`config.mk`:
```
export PLATFORM = sky130hd
export DESIGN_NAME = servo_pose_sequencer
export DESIGN_NICKNAME = d
export VERILOG_FILES = /design/src/rtl/servo_pkg.sv /design/src/rtl/ms_timer.sv /design/src/rtl/servo_pose_sequencer.sv
export SDC_FILE = /design/constraint.sdc
export NUM_CORES = 1
export LEC_CHECK = 0
export ABC_AREA = 1
export CAP_MARGIN = 40
export CORE_MARGIN = 2
export CORE_UTILIZATION = 30
export CTS_CLUSTER_SIZE = 20
export DETAILED_ROUTE_END_ITERATION = 12
export GPL_TIMING_DRIVEN = 0
export SLEW_MARGIN = 20
export SYNTH_ARGS = -nofsm -noshare
export SYNTH_HDL_FRONTEND = slang
export SYNTH_SLANG_ARGS = --single-unit
```
`constraint.sdc`:
```
create_clock -name sys_clk -period 6.3 [get_ports sys_clk]
set_input_delay 0.63 -clock sys_clk [delete_from_list [all_inputs] [get_ports sys_clk]]
set_output_delay 0.63 -clock sys_clk [all_outputs]
set_load 0.01 [all_outputs]
```
`src/rtl/servo_pkg.sv`:
```
`default_nettype none
// ============================================================================
// Module      : servo_pkg
// Description : Shared types and constants for the servo pose sequencer:
//               sequencer state encoding, command field widths and the
//               millisecond prescale helper.
// Revision    : 1.0 - initial release
// ============================================================================
package servo_pkg;

    localparam int LOC_W = 16;  // servo target position width
    localparam int ID_W  = 8;   // servo ID width

    typedef enum logic [2:0] {
        S_IDLE = 3'd0,
        S_LOAD = 3'd1,
        S_SEND = 3'd2,
        S_WAIT = 3'd3,
        S_GAP  = 3'd4,
        S_DONE = 3'd5
    } state_t;

    // Clock cycles per millisecond.
    function automatic int tick_div(input int clk_hz);
        return clk_hz / 1000;
    endfunction

endpackage
`default_nettype wire

```
`src/rtl/ms_timer.sv`:
```
`default_nettype none
// ============================================================================
// Module      : ms_timer
// Description : Millisecond timer. A prescaler counts 0..TICK_DIV-1 and each
//               wrap advances a 16-bit ms counter that saturates at 16'hFFFF.
//               A clear has priority over counting.
// Ports       : clk    - system clock
//               rst_n  - asynchronous active-low reset
//               clear  - synchronous clear of prescaler and ms counter
//               ms_cnt - elapsed milliseconds since the last clear
// Revision    : 1.0 - initial release
// ============================================================================
module ms_timer #(
    parameter int TICK_DIV = 50_000
) (
    input  logic        clk,
    input  logic        rst_n,
    input  logic        clear,
    output logic [15:0] ms_cnt
);

    localparam int PW = (TICK_DIV > 1) ? $clog2(TICK_DIV) : 1;
    localparam logic [PW-1:0] C_PRESC_MAX = PW'(TICK_DIV - 1);

    logic [PW-1:0] r_presc;
    logic [15:0]   r_ms;

    always_ff @(posedge clk or negedge rst_n) begin
        if (!rst_n) begin
            r_presc <= '0;
            r_ms    <= '0;
        end else if (clear) begin
            r_presc <= '0;
            r_ms    <= '0;
        end else if (r_presc == C_PRESC_MAX) begin
            r_presc <= '0;
            if (r_ms != 16'hFFFF) begin
                r_ms <= r_ms + 16'd1;
            end
        end else begin
            r_presc <= r_presc + PW'(1);
        end
    end

    assign ms_cnt = r_ms;

endmodule
`default_nettype wire

```
`src/rtl/servo_pose_sequencer.sv`:
```
`default_nettype none
// ============================================================================
// Module      : servo_pose_sequencer
// Description : Snapshots NUM_CH joint targets on a start edge and issues one
//               command per joint to the servo serializer over a pulse/done
//               handshake, with a programmable ms gap between commands,
//               selectable joint order, abort, busy and a sticky timeout.
// Ports       : sys_clk, sys_rst_n      - clock, async active-low reset
//               start_i                 - async start level (rising edge)
//               abort_i                 - synchronous level abort
//               dir_i                   - 1 = slot 0 first, 0 = last slot first
//               gap_ms_i                - inter-command gap in ms
//               locations_i             - packed targets, slot k at [16k+15:16k]
//               cmd_en/cmd_id/cmd_location/cmd_done - serializer handshake
//               busy, send_finish, timeout_err      - status
// Revision    : 1.0 - initial release
// ============================================================================
module servo_pose_sequencer
    import servo_pkg::*;
#(
    parameter int              NUM_CH     = 5,
    parameter int              CLK_HZ     = 50_000_000,
    parameter logic [ID_W-1:0] ID_BASE    = 8'h01,
    parameter int              TIMEOUT_MS = 100
) (
    input  logic                    sys_clk,
    input  logic                    sys_rst_n,
    input  logic                    start_i,
    input  logic                    abort_i,
    input  logic                    dir_i,
    input  logic [15:0]             gap_ms_i,
    input  logic [LOC_W*NUM_CH-1:0] locations_i,
    output logic                    cmd_en,
    output logic [ID_W-1:0]         cmd_id,
    output logic [LOC_W-1:0]        cmd_location,
    input  logic                    cmd_done,
    output logic                    busy,
    output logic                    send_finish,
    output logic                    timeout_err
);

    localparam int TICK_DIV = (tick_div(CLK_HZ) < 1) ? 1 : tick_div(CLK_HZ);
    localparam int POS_W    = (NUM_CH > 1) ? $clog2(NUM_CH) : 1;
    localparam logic [POS_W-1:0] C_LAST_POS = POS_W'(NUM_CH - 1);

    state_t r_state;
    state_t w_next;

    logic r_sync1, r_sync2, r_start_d, r_start_pulse;
    logic w_accept, w_advance, w_set_to, w_clear;
    logic w_last;

    logic [POS_W-1:0]        r_pos;
    logic [POS_W-1:0]        w_slot;
    logic                    r_dir;
    logic [15:0]             r_gap;
    logic [LOC_W*NUM_CH-1:0] r_locs;
    logic [ID_W-1:0]         r_cmd_id;
    logic [LOC_W-1:0]        r_cmd_loc;
    logic                    r_timeout_err;
    logic [15:0]             w_ms_cnt;

    // Start synchroniser and edge detect. The edge is registered into a
    // one-cycle pulse so IDLE sees a clean, glitch-free request.
    always_ff @(posedge sys_clk or negedge sys_rst_n) begin
        if (!sys_rst_n) begin
            r_sync1       <= 1'b0;
            r_sync2       <= 1'b0;
            r_start_d     <= 1'b0;
            r_start_pulse <= 1'b0;
        end else begin
            r_sync1       <= start_i;
            r_sync2       <= r_sync1;
            r_start_d     <= r_sync2;
            r_start_pulse <= r_sync2 & ~r_start_d;
        end
    end

    assign w_last = (r_pos == C_LAST_POS);
    assign w_slot = r_dir ? r_pos : (C_LAST_POS - r_pos);

    ms_timer #(
        .TICK_DIV (TICK_DIV)
    ) u_ms_timer (
        .clk    (sys_clk),
        .rst_n  (sys_rst_n),
        .clear  (w_clear),
        .ms_cnt (w_ms_cnt)
    );

    always_ff @(posedge sys_clk or negedge sys_rst_n) begin
        if (!sys_rst_n) begin
            r_state <= S_IDLE;
        end else begin
            r_state <= w_next;
        end
    end

    always_comb begin
        w_next    = r_state;
        w_accept  = 1'b0;
        w_advance = 1'b0;
        w_set_to  = 1'b0;
        w_clear   = 1'b0;
        case (r_state)
            S_IDLE: begin
                if (r_start_pulse) begin
                    w_accept = 1'b1;
                    w_next   = S_LOAD;
                end
            end
            S_LOAD: w_next = S_SEND;
            S_SEND: begin
                w_clear = 1'b1;
                w_next  = S_WAIT;
            end
            S_WAIT: begin
                // A done arriving on the same cycle as the limit still counts.
                if (cmd_done) begin
                    if (w_last) begin
                        w_next = S_DONE;
                    end else begin
                        w_clear = 1'b1;
                        w_next  = S_GAP;
                    end
                end else if (w_ms_cnt >= 16'(TIMEOUT_MS)) begin
                    w_set_to = 1'b1;
                    w_next   = S_IDLE;
                end
            end
            S_GAP: begin
                if (w_ms_cnt == r_gap) begin
                    w_advance = 1'b1;
                    w_next    = S_LOAD;
                end
            end
            S_DONE:  w_next = S_IDLE;
            default: w_next = S_IDLE;
        endcase
        // Abort overrides everything, including a coincident cmd_done.
        if (abort_i && (r_state != S_IDLE)) begin
            w_next    = S_IDLE;
            w_advance = 1'b0;
            w_set_to  = 1'b0;
        end
    end

    always_ff @(posedge sys_clk or negedge sys_rst_n) begin
        if (!sys_rst_n) begin
            r_pos         <= '0;
            r_dir         <= 1'b0;
            r_gap         <= '0;
            r_locs        <= '0;
            r_cmd_id      <= '0;
            r_cmd_loc     <= '0;
            r_timeout_err <= 1'b0;
        end else begin
            if (w_accept) begin
                r_pos         <= '0;
                r_dir         <= dir_i;
                r_gap         <= gap_ms_i;
                r_locs        <= locations_i;
                r_timeout_err <= 1'b0;
            end
            if (w_advance) begin
                r_pos <= r_pos + POS_W'(1);
            end
            if (w_set_to) begin
                r_timeout_err <= 1'b1;
            end
            if (r_state == S_LOAD) begin
                r_cmd_id  <= ID_BASE + ID_W'(w_slot);
                r_cmd_loc <= r_locs[int'(w_slot)*LOC_W +: LOC_W];
            end
        end
    end

    assign cmd_en       = (r_state == S_SEND);
    assign send_finish  = (r_state == S_DONE);
    assign busy         = (r_state != S_IDLE);
    assign cmd_id       = r_cmd_id;
    assign cmd_location = r_cmd_loc;
    assign timeout_err  = r_timeout_err;

endmodule
`default_nettype wire
```
==> results.toml, run 1 <==
[timing]
relSlewSlack_pct = 60.0
period_minus_slack_ps = 2930
hold_ws_ps = 141
min_period_over_period_pct = 46.5
fin_ws_ps = 3370
hold_viol = 0
fin_skew_ps = 11.5
tightest_slew_ps = 595
max_freq_ghz = 0.342
rsz0062_at_grt = "false"
setup_violations = 0
maxSlewViolCount = 0

[cts]
root_buffer = "clkbuf_16"
htree_levels = 4
worstSkewPairLatency_ps = 440
hold_buffers = 0
path_clk_slew_ps = 70
cts_sinks = 160
cts_resized = 0
cts_buffers = 17
cts_setup_buffers = 0
clock_path_buffers = 2
cts_tree = "yes"

[floorplan]
rows = 59
ioPinCount = 130
initial_core_util_pct = 30.3
dieArea_um2 = 27500
die_h_um = 166
die_x_um = 166
core_area_um2 = 25900

[power]
power.share.combinational_pct = 31.7
power.leakage_nw = 4.75
irDropWorstVdd_v = 0.000207
seq_power_share_pct = 42.0
pwr-share-clk_pct = 26.2
switching_share_pct = 37.3
switchingPower_w = 0.00146
p_int_w = 0.00245
power.density_nw_per_um2 = 385

[logic_synthesis]
synth_area_um2 = 7850
synth_top_family_by_area = "simple AND/OR/NAND/NOR gates"
syn_area_per_cell_um2 = 7.70
ys_warn_count = 0
ys_types = 40
yosys.area_share.simple_pct = 34.2
synth_compound_area_share_pct = 6.07
synth-edff-count = 0
synthFlopType = "dfrtp_1"
synth.area.mux_share_pct = 0.127
synth_fa_ha_area_share_pct = 1.12
ys_seq_area_share_pct = 51.0
yosys.area_share.xor_xnor_pct = 1.23
async_reset_ff_share_pct = 100
synth_seq_cells = 160
synth_cells = 1020

[final_layout]
area_delta_synth_final_pct = 29.3
post-route-util_pct = 39.2
drive_gt1_share_pct = 7.03
diodes = 0
nets = 1277

[worst_setup_path]
crit_path_end_kind = "flip-flop"
crit_type = "flip-flop to flip-flop"
arrival_ps = 3280
critical_path_required_ps = 6650
start_kind = "flip-flop"
cp_max_fo = 10

[detailed_routing]
remaining_drc_errors = 0
drtIter0Drc = 488
avgRoutedWirePerCell_um = 14.7
dr.pass1.iters = 5
viasPerCell = 4.63
routed_wirelength_um = 22200
antenna_left = 0
vias = 7012

[placed_design]
place_congestion = 0.876
port_buffers = 125
post-place-ws_ps = 3380
dp_hpwl_um = 17100

[run]
max-cap-violations = 0

[grt]
grt_max_degree = 94
grt_pass1_wl_um = 35800
grt_pass1_vias = 6814
gr-total-overflow = 0
antenna_found_initial = 0
grt_use_total_pct = 16.4

[status]
status = "complete, no violations"

[hold_path]
hold_class = "input port to async pin"
-- sequential cells by signal, summed over array words and instances (netlist names) --
register and count:
u_ms_timer.r_presc 16, r_pos 3, r_locs 80, r_sync2 1, r_start_d 1, r_dir 1
u_ms_timer.ms_cnt 16, r_sync1 1, r_start_pulse 1, timeout_err 1, cmd_location 16, r_gap 16
cmd_id 4, r_state 3
-- Yosys cell counts, types with 2 or more instances --
cell type | number | area share (%)
nand2_1 | 453 | 22
dfrtp_1 | 160 | 51
nand3_1 | 77 | 4.9
inv_1 | 62 | 3.0
nor2_1 | 56 | 2.7
o21ai_0 | 39 | 2.5
clkbuf_1 | 21 | 1.0
nand4_1 | 20 | 1.6
buf_2 | 17 | 1.1
nor3_1 | 16 | 1.0
o21ai_1 | 12 | 0.76
o211ai_1 | 11 | 1.1
xor2_1 | 9 | 1.0
inv_2 | 8 | 0.38
ha_1 | 7 | 1.1
buf_4 | 6 | 0.57
o21a_1 | 5 | 0.48
a22oi_1 | 4 | 0.38
nor3_2 | 4 | 0.51
a21oi_1 | 3 | 0.19
nor2_2 | 3 | 0.24
nor2_4 | 3 | 0.43
o21ai_2 | 3 | 0.33
nor3b_1 | 2 | 0.19
nor4_1 | 2 | 0.16
or2_1 | 2 | 0.16
xnor2_1 | 2 | 0.22
-- power by group through the flow --
stage	registers (W)	clock network, W	logic [W]
5_1_grt	0.00168	0.00108	0.00140
3_3_place_gp	0.00165	0	0.00123
2_1_floorplan	0.00161	0	0.000754
6_report	0.00164	0.00102	0.00124
4_1_cts	0.00164	0.00104	0.00126
3_5_place_dp	0.00165	0	0.00126
-- logic make-up (layout without fill, tap and decap cells) --
family | after synthesis | in the layout
muxes | 1 | 1
adders and majority gates | 7 | 7
and+or+nand+nor | 643 | 643
DFF | 160 | 160
AOI/OAI and AO/OA | 81 | 81
xor gates and xnor gates | 11 | 11
buffers and inverters | 116 | 274
other | 1 | 4
-- metal layers --
layer,GRT usage (%),vias to the layer above,routed length (µm)
li1,-,3538,-
met1,22.8,3216,10500
met2,25.0,213,9820
met3,2.79,45,1100
met4,7.75,0,844
met5,0,-,0
-- final timing paths --
check	slack [ps]	end	startpoint	cells after the start
hold reg to reg	350	r_sync2	r_sync1	0
setup / recovery	3370	cmd_location[6]	r_pos[0]	11
max in group asynchronous	5320	r_locs[53]	sys_rst_n	2
hold / removal	140	r_gap[5]	sys_rst_n	1
min in group sys_clk	350	r_sync2	r_sync1	0
setup reg to reg	3370	cmd_location[6]	r_pos[0]	11
-- layout make-up --
type | instances | area (µm²)
Buffer | 46 | 224
Timing Repair Buffer | 126 | 1280
Clock buffer | 17 | 425
Sequential cell | 160 | 4000
Multi-Input combinational cell | 747 | 3370
Clock inverter | 15 | 159
Inverter | 70 | 263
Fill cell | 2662 | 15800
Tap cell | 335 | 419
-- metrics by stage --
stage                     power, W  std cells  area (µm²)  setup TNS [ps]
after detailed placement   0.00291       1484        9570               0
after global placement     0.00288       1483        9530         -343560
after floorplan            0.00236       1023        7860               0
after CTS                  0.00394       1516       10100               0
final                      0.00390       1516       10100               0
after global routing       0.00417       1516       10100               0
-- placed cells by master, fill, tap and decap left out, types with 3 or more instances in the layout --
| master | instances |
|---|---|
| nand2_1 | 453 |
| dfrtp_1 | 160 |
| clkdlybuf4s50_1 | 124 |
| nand3_1 | 77 |
| inv_1 | 62 |
| nor2_1 | 56 |
| o21ai_0 | 39 |
| clkbuf_1 | 21 |
| nand4_1 | 20 |
| buf_2 | 17 |
| clkbuf_16 | 17 |
| nor3_1 | 16 |
| o21ai_1 | 12 |
| o211ai_1 | 11 |
| xor2_1 | 9 |
| inv_2 | 8 |
| ha_1 | 7 |
| buf_4 | 6 |
| inv_8 | 6 |
| o21a_1 | 5 |
| nor3_2 | 4 |
| a22oi_1 | 4 |
| conb_1 | 4 |
| inv_6 | 4 |
| o21ai_2 | 3 |
| nor2_2 | 3 |
| a21oi_1 | 3 |
| nor2_4 | 3 |
-- worst max-delay path: stages (launching register included) --
cell and delay (ps):
dfrtp_1 420, clkbuf_1 190, inv_1 150, clkbuf_1 440, ha_1 240, ha_1 220
inv_1 50, o21ai_1 110, inv_2 190, buf_1 360, o211ai_1 260, o211ai_1 210
No activity file was read; power rests on OpenSTA's default activity.
==> run 2, diff against run 1 <==
==> constraint.sdc (replaced) <==
create_clock -name sys_clk -period 2.9 [get_ports sys_clk]
set_input_delay 0.29 -clock sys_clk [delete_from_list [all_inputs] [get_ports sys_clk]]
set_output_delay 0.29 -clock sys_clk [all_outputs]
set_load 0.01 [all_outputs]
==> results.toml, run 2 (synthesis results as in run 1) <==
[final_layout]
drive_gt1_share_pct = 7.52
post-route-util_pct = 39.3
top_register = "r_locs"
nets = 1279
diodes = 0
most-common-layout-cells = "453 x nand2_1, 160 x dfrtp_1, 124 x clkdlybuf4s50_1, 77 x nand3_1, 61 x inv_1"
area_delta_synth_final_pct = 29.6
largest_reg_flops = 80
layout.cells.most_common = "nand2_1"
finalNonFillerCells = 1518
final_area_um2 = 10200

[floorplan]
ioPinCount = 130
rows = 59
dieArea_um2 = 27500
core_area_um2 = 25900
die_h_um = 166
die_x_um = 166
initial_core_util_pct = 30.3

[worst_setup_path]
rr_worst_depth = 11
cp-endpoint = "cmd_location[8]"
cp_max_fo = 9
critical_path_required_ps = 3270
crit_type = "flip-flop to flip-flop"
arrival_ps = 3010
r2r-start = "r_pos[0]"
crit_start = "r_pos[0]"
r2r-end = "cmd_location[8]"
reg2reg_slack_ps = 270
crit_path_end_kind = "flip-flop"
start_kind = "flip-flop"

[detailed_routing]
remaining_drc_errors = 0
antenna_left = 0
vias = 6983
viasPerCell = 4.60
avgRoutedWirePerCell_um = 14.7
routed_wirelength_um = 22300
dr.pass1.iters = 5
drtIter0Drc = 495

[hold_path]
hold_class = "input port to flip-flop"

[grt]
grt_pass1_vias = 6803
grt_max_degree = 94
antenna_found_initial = 0
gr-total-overflow = 0
grt_pass1_wl_um = 35700
grt_use_total_pct = 16.4

[cts]
root_buffer = "clkbuf_16"
cts_buffers = 17
cts_sinks = 160
cts_tree = "yes"
clock_path_buffers = 2
path_clk_slew_ps = 70
htree_levels = 4
worstSkewPairLatency_ps = 440

[placed_design]
port_buffers = 125
dp_hpwl_um = 17100
place_congestion = 0.876
dpl.cell_count = 1484
place_area_um2 = 9570

[timing]
max_freq_ghz = 0.380
relSlewSlack_pct = 59.2
tns_ps = 0
fin_skew_ps = 11.1
period_minus_slack_ps = 2630
hold_viol = 0
rsz0062_at_grt = "false"
min_period_over_period_pct = 90.8
setup_violations = 0
tightest_slew_ps = 607
maxSlewViolCount = 0

[power]
irDropWorstVdd_v = 0.000455
power.density_nw_per_um2 = 834
power.leakage_nw = 4.77

[status]
status = "complete, no violations"

[run]
max-cap-violations = 0
## run 2: power breakdown
part           leakage, nW  internal, W  switching, W
registers             2.02      0.00306      0.000500
clock network        0.282      0.00116       0.00107
logic                 2.46      0.00110       0.00160
total                 4.77      0.00532       0.00316
## run 2: critical path, cell delays in order, from the launching register on
cell	delay (ps)
dfrtp_1	400
clkbuf_1	320
clkinvlp_4	180
ha_1	220
ha_1	260
inv_1	30
o21ai_1	270
inv_2	170
nor2_1	300
nand3_1	130
nand3_1	150
o21a_1	130
## run 2: per-stage QoR
stage | hold WS [ps] | setup WS, ps | total power, W
floorplan | -5.59 | 665 | 0.00514
global placement | 335 | -5220 | 0.00626
detailed placement | 286 | -17.7 | 0.00632
CTS | 284 | 116 | 0.00856
global route | 296 | 25.5 | 0.00907
finish | 294 | 266 | 0.00848
## run 2: repair_timing
action	CTS	global route
endpoints found under the hold margin	67	0
setup endpoints to repair	4	12
hold buffers	1	0
buffers inserted	0	2
pin swaps	0	0
gates resized for setup	1	4
## run 2: how the worst min path moves through the flow
stage / endpoint / start / cells past startpoint
6_report: r_sync1 / start_i / 1
5_1_grt: r_sync1 / start_i / 1
4_1_cts: r_sync1 / start_i / 1
3_5_place_dp: r_gap[5] / sys_rst_n / 1
3_3_place_gp: r_sync2 / r_sync1 / 0
2_1_floorplan: cmd_id[0] / sys_rst_n / 0
## run 2: cell type report
class | instances | area, µm²
Fill cell | 2666 | 15700
Sequential cell | 160 | 4000
Multi-Input combinational cell | 747 | 3370
Timing Repair Buffer | 129 | 1310
Clock buffer | 17 | 425
Tap cell | 335 | 419
Inverter | 70 | 267
Buffer | 45 | 224
Clock inverter | 15 | 159
## run 2: metal layers
metal	routed length, µm	global-route usage, %
met5	0	0
met4	872	7.75
met2	9830	25.0
met3	1090	2.98
met1	10500	22.7
==> run 3, diff against run 2 <==
--- a/config.mk
+++ b/config.mk
@@ -12,6 +12,7 @@
 export CTS_CLUSTER_SIZE = 20
 export DETAILED_ROUTE_END_ITERATION = 12
 export GPL_TIMING_DRIVEN = 0
+export RECOVER_POWER = 25
 export SLEW_MARGIN = 20
 export SYNTH_ARGS = -nofsm -noshare
 export SYNTH_HDL_FRONTEND = slang
==> results.toml, run 3 (synthesis results as in run 1) <==
[status]
status = "finished, violations left"
failed_checks = "max-capacitance violations, max-slew violations"

[power]
switchingPower_w = 0.00317
power.density_nw_per_um2 = 835
power_w = 0.00849
pwr-share-clk_pct = 26.2
irDropWorstVdd_v = 0.000450
power.share.combinational_pct = 31.8
seq_power_share_pct = 42.0
switching_share_pct = 37.3
power.leakage_nw = 4.76
p_int_w = 0.00532

[final_layout]
post-route-util_pct = 39.2
largest_reg_flops = 80
area_delta_synth_final_pct = 29.5
final_area_um2 = 10200
most-common-layout-cells = "453 x nand2_1, 160 x dfrtp_1, 123 x clkdlybuf4s50_1, 77 x nand3_1, 61 x inv_1"
nets = 1279
top_register = "r_locs"
fillers = 2667
drive_gt1_share_pct = 7.52
diodes = 0
layout.cells.most_common = "nand2_1"

[floorplan]
core_area_um2 = 25900
initial_core_util_pct = 30.3
die_x_um = 166
die_h_um = 166
dieArea_um2 = 27500
ioPinCount = 130
rows = 59

[hold_path]
worstHoldEndpoint = "r_sync2"
hold_start = "r_sync1"
hold_class = "flip-flop to flip-flop"
hold_depth = 0

[cts]
cts_tree = "yes"
root_buffer = "clkbuf_16"
cts_sinks = 160
path_clk_slew_ps = 70
cts_buffers = 17
clock_path_buffers = 2
worstSkewPairLatency_ps = 440
htree_levels = 4

[detailed_routing]
routed_wirelength_um = 22200
antenna_left = 0
avgRoutedWirePerCell_um = 14.7
drtIter0Drc = 492
dr.pass1.iters = 5
vias = 6974
remaining_drc_errors = 0
viasPerCell = 4.59

[timing]
setup_violations = 0
fin_ws_ps = 267
period_minus_slack_ps = 2630
fin_skew_ps = 12.1
min_period_over_period_pct = 90.8
tightest_slew_ps = 1780
maxSlewViolCount = 68
hold_viol = 0
rsz0062_at_grt = "false"
relSlewSlack_pct = -18.9
max_freq_ghz = 0.380
hold_ws_ps = 351

[worst_setup_path]
reg2reg_slack_ps = 270
r2r-end = "cmd_location[8]"
crit_type = "flip-flop to flip-flop"
worst-path-buf-inv = 4
worstPathCellList = "clkbuf_1 > clkinvlp_4 > ha_1 > ha_1 > inv_1 > o21ai_1 > inv_2 > nor2_1 > nand3_1 > nand3_1 > o21a_1"
critPathTopFamily = "buffers and inverters"
critical_path_required_ps = 3270
cp_max_fo = 9
r2r-start = "r_pos[0]"
max_stage_delay_ps = 400
start_kind = "flip-flop"
arrival_ps = 3000
slowest_stage = "dfrtp_1"
crit_path_end_kind = "flip-flop"
crit_start = "r_pos[0]"
rr_worst_depth = 11

[placed_design]
place_congestion = 0.876
place_area_um2 = 9570
post-place-ws_ps = -17.7
port_buffers = 125
dp_hpwl_um = 17100

[grt]
grt_pass1_vias = 6803
grt_pass1_wl_um = 35700
grt_use_total_pct = 16.4
antenna_found_initial = 0
grt_max_degree = 94
gr-total-overflow = 0

[run]
max-cap-violations = 1
[run 3: power groups by stage]
stage / logic (W) / clock network, W / registers, W
floorplan: 0.00164 / 0 / 0.00350
global placement: 0.00267 / 0 / 0.00359
detailed placement: 0.00273 / 0 / 0.00360
CTS: 0.00273 / 0.00227 / 0.00356
global route: 0.00305 / 0.00236 / 0.00366
finish: 0.00269 / 0.00223 / 0.00357
[run 3: cell type report]
type	instances	area, µm²	share of cell area [%]
multi-input cells	747	3370	33.2
flip-flops and latches	160	4000	39.4
clock buffers	17	425	4.18
repair buffers	129	1300	12.8
clock inverters	15	159	1.56
well taps	335	419	4.12
inverters	70	267	2.62
plain buffers	45	224	2.20
[run 3: worst max path at each step]
stage	end	slack, ps	cells past startpoint
after floorplan	cmd_id[2]	660	10
after global placement	r_locs[48]	-5220	1
after detailed placement	cmd_location[6]	-20	10
after CTS	cmd_id[2]	120	9
after global routing	cmd_location[10]	30	11
final	cmd_location[8]	270	11
[run 3: metal layers]
layer,wire length [µm],vias to the layer above,GRT usage [%]
met4,842,0,7.75
li1,-,3548,-
met1,10600,3180,22.7
met3,1010,46,2.98
met2,9830,200,25.0
met5,0,-,0
[run 3: per-stage QoR]
step	TNS, ps	instances
5_1_grt	0	1518
3_5_place_dp	-22.6	1484
6_report	0	1518
2_1_floorplan	0	1023
3_3_place_gp	-833160	1483
4_1_cts	0	1516
[run 3: worst reg2reg max path, cell delays in order (launching register included)]
cell,delay (ps)
dfrtp_1,400
clkbuf_1,320
clkinvlp_4,180
ha_1,220
ha_1,260
inv_1,30
o21ai_1,270
inv_2,170
nor2_1,300
nand3_1,130
nand3_1,140
o21a_1,130
[run 3: what timing repair did]
item	4_1_cts	5_1_grt
hold buffers	1	0
endpoints found under the hold margin	67	0
buffers inserted	0	2
gates cloned	0	0
endpoints found under the setup margin	4	12
resized for setup	1	4
